===== src/rtl/relu_pkg.sv =====
// Shared ReLU helpers: forward rule, derivative mask and backward gate.
// Functions work on a wide signed word; callers sign-extend in and truncate out.
package relu_pkg;

  localparam int RELU_MAX_W = 64;

  typedef logic signed [RELU_MAX_W-1:0] relu_word_t;

  // Negative inputs clamp to zero; everything else passes through untouched.
  function automatic relu_word_t relu_f(input relu_word_t x);
    return x[RELU_MAX_W-1] ? '0 : x;
  endfunction

  // Strictly positive only: the derivative at zero is defined as 0.
  function automatic logic relu_mask_f(input relu_word_t x);
    return !x[RELU_MAX_W-1] && (x != '0);
  endfunction

  function automatic relu_word_t relu_grad_f(input relu_word_t g, input logic m);
    return m ? g : '0;
  endfunction

endpackage


===== src/rtl/relu_mask_fifo.sv =====
// 1-bit circular FIFO holding ReLU derivative masks between forward and backward passes.
// Pointers wrap modulo N, so N need not be a power of two.
module relu_mask_fifo #(
  parameter  int N  = 64,
  localparam int CW = $clog2(N + 1)
) (
  input  logic          clk,
  input  logic          rst_n,
  input  logic          clr,
  input  logic          push,
  input  logic          din,
  input  logic          pop,
  output logic          dout,
  output logic          full,
  output logic          empty,
  output logic [CW-1:0] count
);

  localparam int PW = $clog2(N);

  logic          mem [N];
  logic [PW-1:0] wr_ptr;
  logic [PW-1:0] rd_ptr;
  logic          do_push;
  logic          do_pop;

  function automatic logic [PW-1:0] next_ptr(input logic [PW-1:0] p);
    return (p == PW'(N - 1)) ? '0 : p + PW'(1);
  endfunction

  assign full    = (count == CW'(N));
  assign empty   = (count == '0);
  assign do_push = push & ~full & ~clr;
  assign do_pop  = pop & ~empty & ~clr;
  assign dout    = mem[rd_ptr];

  // NOTE: mask storage carries no reset; count and pointers decide which entries are live.
  always_ff @(posedge clk) begin
    if (do_push) mem[wr_ptr] <= din;
  end

  // NOTE: non-blocking assignments keep every register sampling pre-edge values.
  always_ff @(posedge clk or negedge rst_n) begin
    if (!rst_n) begin
      wr_ptr <= '0;
      rd_ptr <= '0;
      count  <= '0;
    end else if (clr) begin
      wr_ptr <= '0;
      rd_ptr <= '0;
      count  <= '0;
    end else begin
      if (do_push) wr_ptr <= next_ptr(wr_ptr);
      if (do_pop)  rd_ptr <= next_ptr(rd_ptr);
      case ({do_push, do_pop})
        2'b10:   count <= count + CW'(1);
        2'b01:   count <= count - CW'(1);
        default: count <= count;
      endcase
    end
  end

endmodule


===== src/rtl/relu_backprop.sv =====
// Streaming ReLU with mask recording on the forward channel and mask-gated
// gradients on the backward channel; each channel has one output register.
module relu_backprop
  import relu_pkg::*;
#(
  parameter  int DEP = 16,
  parameter  int N   = 64,
  localparam int CW  = $clog2(N + 1)
) (
  input  logic                  clk,
  input  logic                  rst_n,
  input  logic                  clr,
  input  logic                  fwd_valid,
  input  logic signed [DEP-1:0] fwd_x,
  output logic                  fwd_ready,
  output logic                  fwd_y_valid,
  output logic signed [DEP-1:0] fwd_y,
  input  logic                  fwd_y_ready,
  input  logic                  bwd_valid,
  input  logic signed [DEP-1:0] bwd_g,
  output logic                  bwd_ready,
  output logic                  bwd_d_valid,
  output logic signed [DEP-1:0] bwd_d,
  input  logic                  bwd_d_ready,
  output logic [CW-1:0]         mask_count
);

  logic                  fifo_full;
  logic                  fifo_empty;
  logic                  head_mask;
  logic                  fwd_acc;
  logic                  bwd_acc;
  logic                  fwd_mask;
  logic signed [DEP-1:0] fwd_y_next;
  logic signed [DEP-1:0] bwd_d_next;

  // Readiness looks only at current state, so a full FIFO blocks a push even
  // when a pop frees a slot in the same cycle.
  assign fwd_ready = rst_n & ~clr & ~fifo_full  & (~fwd_y_valid | fwd_y_ready);
  assign bwd_ready = rst_n & ~clr & ~fifo_empty & (~bwd_d_valid | bwd_d_ready);
  assign fwd_acc   = fwd_valid & fwd_ready;
  assign bwd_acc   = bwd_valid & bwd_ready;

  // NOTE: every always_comb output gets a default first so no latch is inferred.
  always_comb begin
    fwd_y_next = '0;
    bwd_d_next = '0;
    fwd_mask   = 1'b0;
    fwd_y_next = DEP'(relu_f(relu_word_t'(fwd_x)));
    fwd_mask   = relu_mask_f(relu_word_t'(fwd_x));
    bwd_d_next = DEP'(relu_grad_f(relu_word_t'(bwd_g), head_mask));
  end

  relu_mask_fifo #(.N(N)) u_mask_fifo (
    .clk   (clk),
    .rst_n (rst_n),
    .clr   (clr),
    .push  (fwd_acc),
    .din   (fwd_mask),
    .pop   (bwd_acc),
    .dout  (head_mask),
    .full  (fifo_full),
    .empty (fifo_empty),
    .count (mask_count)
  );

  always_ff @(posedge clk or negedge rst_n) begin
    if (!rst_n) begin
      fwd_y_valid <= 1'b0;
      fwd_y       <= '0;
    end else if (clr) begin
      fwd_y_valid <= 1'b0;
      fwd_y       <= '0;
    end else if (fwd_acc) begin
      fwd_y_valid <= 1'b1;
      fwd_y       <= fwd_y_next;
    end else if (fwd_y_ready) begin
      fwd_y_valid <= 1'b0;
    end
  end

  always_ff @(posedge clk or negedge rst_n) begin
    if (!rst_n) begin
      bwd_d_valid <= 1'b0;
      bwd_d       <= '0;
    end else if (clr) begin
      bwd_d_valid <= 1'b0;
      bwd_d       <= '0;
    end else if (bwd_acc) begin
      bwd_d_valid <= 1'b1;
      bwd_d       <= bwd_d_next;
    end else if (bwd_d_ready) begin
      bwd_d_valid <= 1'b0;
    end
  end

endmodule


===== config.mk =====
export PLATFORM = sky130hd
export DESIGN_NAME = relu_backprop
export DESIGN_NICKNAME = d
export VERILOG_FILES = /design/src/rtl/relu_pkg.sv /design/src/rtl/relu_mask_fifo.sv /design/src/rtl/relu_backprop.sv
export SDC_FILE = /design/constraint.sdc
export NUM_CORES = 1
export LEC_CHECK = 0
export ABC_CLOCK_PERIOD_IN_PS = 6300
export CAP_MARGIN = 30
export CORE_MARGIN = 3
export CORE_UTILIZATION = 50
export CTS_BUF_LIST = sky130_fd_sc_hd__clkbuf_4
export DETAILED_ROUTE_END_ITERATION = 8
export GPL_TIMING_DRIVEN = 0
export PLACE_DENSITY = 0.73
export SETUP_SLACK_MARGIN = 0.2
export SLEW_MARGIN = 20
export SYNTH_ARGS = -nofsm -noshare
export SYNTH_HDL_FRONTEND = slang
export SYNTH_HIERARCHICAL = 1
export SYNTH_SLANG_ARGS = --single-unit

===== constraint.sdc =====
create_clock -name clk -period 6.3 [get_ports clk]
set_clock_uncertainty 0.1 [all_clocks]
set_input_delay 1.26 -clock clk [delete_from_list [all_inputs] [get_ports clk]]
set_output_delay 1.26 -clock clk [all_outputs]
set_load 0.01 [all_outputs]

==> impl_metrics.env, run 1 <==
export IMPL_outcome="finished, final reports clean"
export IMPL_synth_fp_nets=535
export IMPL_fp_dieArea_um2=12940
export IMPL_clk_transition_reported_paths_ns=0.11
export IMPL_finalPower_uw=1717
export IMPL_clkPwrFrac=0.349
export IMPL_cts_num_sinks=116
export IMPL_worstPathArrival_ns=4.95
export IMPL_cp_start_kind="primary input"
export IMPL_postRouteAntennaNets=0
export IMPL_first_pass_iters=5
export IMPL_reg2reg_setup_slack_ns=1.85
export IMPL_met3WireLength_um=548
export IMPL_synth_seq_area_share=0.5552
export IMPL_nFillCells=904
export IMPL_hold_buffers=0
export IMPL_synth_compound_area_frac=0.05517
export IMPL_powerDensity_nw_per_um2=239.9
export IMPL_synth_simple_area_share=0.1894
export IMPL_fin_crit_ns=4.650
export IMPL_fin_area_um2=7157
export IMPL_post_cts_resized=0
export IMPL_synth_top_family_by_area="simple AND/OR/NAND/NOR gates"
export IMPL_yosysTopAreaCell="edfxtp_1"
export IMPL_critPathRequiredTime_ns=6.60
export IMPL_hp_start="bwd_d[7]"
export IMPL_rows=38
export IMPL_post_synth_fa_ha_maj_area_fraction=0.01853
export IMPL_grt_max_degree=54
export IMPL_drc=0
export IMPL_async_flop_share=0.4483
export IMPL_cts_tree="yes"
export IMPL_first_global_vias=4283
export IMPL_dpl_hpwl_um=9469
export IMPL_ys_types=56
export IMPL_place_area_um2=6840
export IMPL_ff2ff_path_depth=18
export IMPL_grt_overflow_total=0
export IMPL_maxCapViolCount=0
export IMPL_yosysWarnings=6
export IMPL_route_vias_total=4105
export IMPL_clock_latency_ns=0.51
export IMPL_gp_congestion=0.8453
export IMPL_wl_per_cell_um=17.98
export IMPL_switching_power_uw=442.0
export IMPL_synth_flop_cell="edfxtp_1"
export IMPL_grt_usage=0.2189
export IMPL_min_path_cells=2
export IMPL_drt_total_wl_um=13340
export IMPL_finalNonFillerCells=742
export IMPL_fin_util=0.6460
export IMPL_startpoint="rst_n"
export IMPL_vias_per_cell=5.532
export IMPL_seqPwrFrac=0.489
export IMPL_netlist_instances=488
export IMPL_core_area_um2=11080
export IMPL_synth_seq_cells=116
export IMPL_finalHoldViolCount=0
export IMPL_drt_initial_drc_count=282
export IMPL_synthXorXnorAreaFrac=0.01207
export IMPL_htree_levels=4
export IMPL_portBuffers=80
export IMPL_grt_pass1_wl_um=21890
export IMPL_top_layer="met4"
export IMPL_crit_fanout=53
export IMPL_postSynthAreaPerCell_um2=11.90
export IMPL_final_nets=636
export IMPL_fmax_mhz=215.0
export IMPL_period_share=0.7381
export IMPL_die_x_um=113.8
export IMPL_synth_area_um2=5806
export IMPL_r2r_start="u_mask_fifo/count[3]"
export IMPL_slew_headroom=0.5102
export IMPL_yosys_top_cells_area="edfxtp_1, dfrtp_1, mux4_2, mux2i_1, nand2b_1"
export IMPL_place_inst=710
export IMPL_start_util=0.5241
export IMPL_multi_input_area_um2=2391
export IMPL_regArea_um2=3223
export IMPL_crit_path_end_kind="register"
export IMPL_rsz0062_at_grt="no"
export IMPL_hold_end="bwd_d[7]"
export IMPL_p_int_uw=1275
export IMPL_r2r_end="u_mask_fifo/count[5]"
export IMPL_antennaDiodeCount=0
export IMPL_muxShareOfSynthArea=0.1328
export IMPL_pin_count=82
export IMPL_cts_made_buffers=17
export IMPL_cts_root_buf="clkbuf_4"
export IMPL_switching_share=0.2574
export IMPL_wl_met2_um=6930
export IMPL_ir_drop_mv=0.1218
export IMPL_area_delta_synth_final_pct=23.28
export IMPL_path_class="in2reg"
export IMPL_synth_edff_count=64
export IMPL_power_frac_comb=0.162
export IMPL_slew_violations=0
export IMPL_setup_viol=0
export IMPL_leakage_uw=0.002826
export IMPL_tightest_slew_ns=0.7298
export IMPL_clockBufferDepth=2
export IMPL_die_h_um=113.8
export IMPL_drt_met1_wl_um=5777
export IMPL_netlist_area_leader_share=0.3310
export IMPL_hp_class="reg2reg"
export IMPL_setup_tns_final_ns=0
export IMPL_cts_setup_buffers=0
export IMPL_drive_gt1_frac=0.1362
export IMPL_antenna_found_initial=0
[state kept, by name, summed over array words and instances, names as in the netlist]
register	count
u_mask_fifo/mem	64
bwd_d	16
fwd_y	15
u_mask_fifo/count	7
u_mask_fifo/rd_ptr	6
u_mask_fifo/wr_ptr	6
bwd_d_valid	1
fwd_y_valid	1
[layer usage]
| metal | GRT usage | vias up |
|---|---|---|
| met1 | 0.2932 | 2040 |
| met2 | 0.3683 | 104 |
| met4 | 0.04888 | 0 |
| met5 | 0 | - |
| met3 | 0.04828 | 8 |
| li1 | - | 1953 |
[synth_stat cells (all sizes together) (4+ instances only)]
master,count
xor2,5
nor3,5
inv,7
nand3,11
a21oi,11
edfxtp,64
buf,17
mux2,5
mux4,17
ha,7
nor2b,5
mux2i,32
a22o,4
nor2,83
a221oi,4
nand2,31
dfrtp,52
nand2b,50
clkbuf,17
o21ai,5
[area by class of cell]
type | count | area share
timing repair buffer | 82 | 0.1175
clock inverter | 15 | 0.02640
inverter | 7 | 0.003671
clock buffer | 17 | 0.01783
sequential | 116 | 0.4503
buffer | 34 | 0.02570
tap | 140 | 0.02448
multi-input combinational | 331 | 0.3341
[how the worst max path moves through the flow]
stage / to / slack [ns] / cells past startpoint
4_1_cts: u_mask_fifo/count[5] / 1.66 / 15
3_5_place_dp: u_mask_fifo/count[5] / 1.11 / 15
5_1_grt: u_mask_fifo/count[5] / 1.38 / 15
2_1_floorplan: u_mask_fifo/mem[0] / 2.33 / 2
6_report: u_mask_fifo/count[5] / 1.65 / 15
3_3_place_gp: u_mask_fifo/count[5] / -0.65 / 15
[power groups by stage]
stage	combinational [uW]	sequential [uW]	clock (uW)
floorplan	152	864	0
global placement	268	857	0
detailed placement	278	856	0
CTS	280	841	611
global route	302	845	650
finish	278	840	598
[critical path, stage by stage]
cell and delay (ns):
buf_4 0.54, nor2b_4 0.31, nand4b_1 0.14, buf_6 0.18, buf_8 0.16, inv_2 0.05
clkbuf_1 0.31, o31ai_1 0.22, nor2_1 0.45, ha_1 0.33, a21o_1 0.17, a21oi_1 0.27
or4_1 0.17, nand3_1 0.08, mux2_4 0.28
[placed cells by master, fill, tap and decap left out, types with 7 or more instances in the layout]
cell type,Yosys,layout
nor2_1,82,82
clkdlybuf4s50_1,0,79
edfxtp_1,64,64
dfrtp_1,52,52
nand2b_1,50,50
mux2i_1,32,32
nand2_1,31,31
clkbuf_1,17,17
clkbuf_4,0,17
mux4_2,17,17
a21oi_1,11,11
nand3_1,11,11
ha_1,7,7
[logic make-up (layout without fill, tap and decap cells)]
family                   count (synthesis)  after routing
flip-flops                             116            116
AND/OR/NAND/NOR                        216            216
adder cells (fa/ha/maj)                  8              8
buffers and inverters                   41            155
AO/OA/AOI/OAI                           44             44
other                                    1              1
multiplexers                            54             54
XOR/XNOR                                 8              8
[per-stage QoR]
step	hold slack, ns	worst slack [ns]
final	0.4491	1.650
after global routing	0.4840	1.375
after CTS	0.4555	1.663
after detailed placement	0.4382	1.106
after global placement	0.4256	-0.6488
after floorplan	0.3752	2.329
No activity file was read; power rests on OpenSTA's default activity.
==> run 2: changes to the inputs <==
--- a/config.mk
+++ b/config.mk
@@ -5,7 +5,7 @@
 export SDC_FILE = /design/constraint.sdc
 export NUM_CORES = 1
 export LEC_CHECK = 0
-export ABC_CLOCK_PERIOD_IN_PS = 6300
+export ABC_CLOCK_PERIOD_IN_PS = 4300
 export CAP_MARGIN = 30
 export CORE_MARGIN = 3
 export CORE_UTILIZATION = 50
==> constraint.sdc (replaced) <==
create_clock -name clk -period 4.3 [get_ports clk]
set_clock_uncertainty 0.1 [all_clocks]
set_input_delay 0.86 -clock clk [delete_from_list [all_inputs] [get_ports clk]]
set_output_delay 0.86 -clock clk [all_outputs]
set_load 0.01 [all_outputs]
==> impl_metrics.env, run 2 (same netlist as run 1, synthesis figures left out) <==
export IMPL_first_global_vias=4283
export IMPL_htree_levels=4
export IMPL_leakage_uw=0.002885
export IMPL_switching_power_uw=664.5
export IMPL_core_area_um2=11080
export IMPL_cts_tree="yes"
export IMPL_setup_viol=0
export IMPL_drt_met1_wl_um=5808
export IMPL_die_h_um=113.8
export IMPL_met3WireLength_um=599
export IMPL_outcome="finished, final reports clean"
export IMPL_powerDensity_nw_per_um2=348.2
export IMPL_fin_crit_ns=3.997
export IMPL_fmax_mhz=250.2
export IMPL_p_int_uw=1882
export IMPL_setup_tns_final_ns=0
export IMPL_postRouteAntennaNets=0
export IMPL_crit_path_end_kind="register"
export IMPL_top_layer="met4"
export IMPL_whs_ns=0.2859
export IMPL_finalHoldViolCount=0
export IMPL_clkPwrFrac=0.345
export IMPL_start_util=0.5241
export IMPL_first_pass_iters=4
export IMPL_grt_overflow_total=0
export IMPL_hp_class="in2async"
export IMPL_period_share=0.9296
export IMPL_cts_root_buf="clkbuf_4"
export IMPL_cts_made_buffers=17
export IMPL_path_class="reg2reg"
export IMPL_drt_initial_drc_count=282
export IMPL_crit_fanout=10
export IMPL_clockBufferDepth=2
export IMPL_maxCapViolCount=0
export IMPL_cts_num_sinks=116
export IMPL_power_frac_comb=0.172
export IMPL_antenna_found_initial=0
export IMPL_final_common_cell="nor2_1"
export IMPL_vias_per_cell=5.548
export IMPL_die_x_um=113.8
export IMPL_slew_violations=0
export IMPL_top_register="u_mask_fifo/mem"
export IMPL_pin_count=82
export IMPL_largest_register_ffs=64
export IMPL_drc=0
export IMPL_tightest_slew_ns=0.7306
export IMPL_ir_drop_mv=0.1767
export IMPL_clock_latency_ns=0.51
export IMPL_seqPwrFrac=0.483
export IMPL_drt_total_wl_um=13610
export IMPL_grt_pass1_wl_um=21960
export IMPL_final_nets=648
export IMPL_rsz0062_at_grt="yes"
export IMPL_final_cell_mix="nor2_1, clkdlybuf4s50_1, edfxtp_1"
export IMPL_worstPathArrival_ns=4.30
export IMPL_grt_usage=0.2196
export IMPL_area_delta_synth_final_pct=25.97
export IMPL_largestRegisters="u_mask_fifo/mem: 64 flops, bwd_d: 16 flops, fwd_y: 15 flops"
export IMPL_nFillCells=884
export IMPL_wl_per_cell_um=18.05
export IMPL_cp_start_kind="register"
export IMPL_slew_headroom=0.5096
export IMPL_gp_congestion=0.8453
export IMPL_wl_met2_um=7127
export IMPL_rows=38
export IMPL_portBuffers=80
export IMPL_clk_transition_reported_paths_ns=0.11
export IMPL_critPathRequiredTime_ns=4.60
export IMPL_switching_share=0.2610
export IMPL_drive_gt1_frac=0.1678
export IMPL_route_vias_total=4183
export IMPL_grt_max_degree=54
export IMPL_antennaDiodeCount=0
export IMPL_fp_dieArea_um2=12940
export IMPL_dpl_hpwl_um=9469
[run 2: changes by cell type in the layout (fill, tap and decap cells not counted), sizes merged]
cell    before  now
buf         20   33
clkbuf      34   33
[run 2: area by class of cell]
cell class / instances / area, um2 / area share
sequential: 116 / 3223 / 0.4407
multi-input combinational: 331 / 2450 / 0.3350
timing repair buffer: 95 / 938.4 / 0.1283
clock inverter: 15 / 188.9 / 0.02583
buffer: 33 / 183.9 / 0.02515
tap: 140 / 175.2 / 0.02395
clock buffer: 17 / 127.6 / 0.01745
inverter: 7 / 26.28 / 0.003593
[run 2: power by group through the flow]
| stage | combinational [uW] | sequential (uW) | clock (uW) |
|---|---|---|---|
| global placement | 392 | 1260 | 0 |
| CTS | 418 | 1230 | 896 |
| detailed placement | 408 | 1250 | 0 |
| global route | 471 | 1240 | 954 |
| floorplan | 223 | 1270 | 0 |
| finish | 438 | 1230 | 878 |
[run 2: worst max-delay path: stages (launching register included)]
cell and delay (ns):
dfrtp_1 0.41, or4_1 0.50, buf_2 0.18, or3_1 0.33, buf_6 0.15, inv_1 0.07
nand4b_1 0.12, buf_6 0.15, buf_8 0.16, inv_2 0.06, o31ai_2 0.09, nand2b_1 0.18
nor2_4 0.20, ha_1 0.27, a21o_1 0.19, a21oi_2 0.20, or4_1 0.14, nand3_1 0.08
mux2_4 0.28
[run 2: final timing paths]
path                                       from  depth (start not counted)  slack (ns)              endpoint
max                        u_mask_fifo/count[3]                         18        0.30  u_mask_fifo/count[5]
min                                       rst_n                          1        0.29              bwd_d[9]
max reg2reg                u_mask_fifo/count[3]                         18        0.30  u_mask_fifo/count[5]
min reg2reg                            bwd_d[7]                          2        0.45              bwd_d[7]
max in group asynchronous                 rst_n                          1        3.34              fwd_y[4]
min in group clk                       bwd_d[7]                          2        0.45              bwd_d[7]
[run 2: per-stage QoR]
step / std cells / cell area [um2] / power, uW / util / setup slack [ns]
after floorplan: 488 / 5806 / 1488 / - / 0.3972
after global placement: 708 / 6782 / 1648 / 0.6122 / -2.249
after detailed placement: 710 / 6840 / 1662 / 0.6175 / -0.4937
after CTS: 744 / 7192 / 2545 / 0.6492 / 0.2012
after global routing: 754 / 7313 / 2662 / 0.6602 / 0.1092
final: 754 / 7313 / 2546 / 0.6602 / 0.3029
[run 2: routing by layer]
layer  GRT usage  up-vias
li1            -     1974
met1      0.2936     2089
met2      0.3702      114
met3     0.04828        6
met4     0.04888        0
met5           0        -
[run 2: repair_timing]
action / in CTS / in global routing
pin swaps: 1 / 2
hold buffers: 0 / 0
resized for setup: 5 / 6
buffers inserted: 2 / 11
setup endpoints to repair: 4 / 12
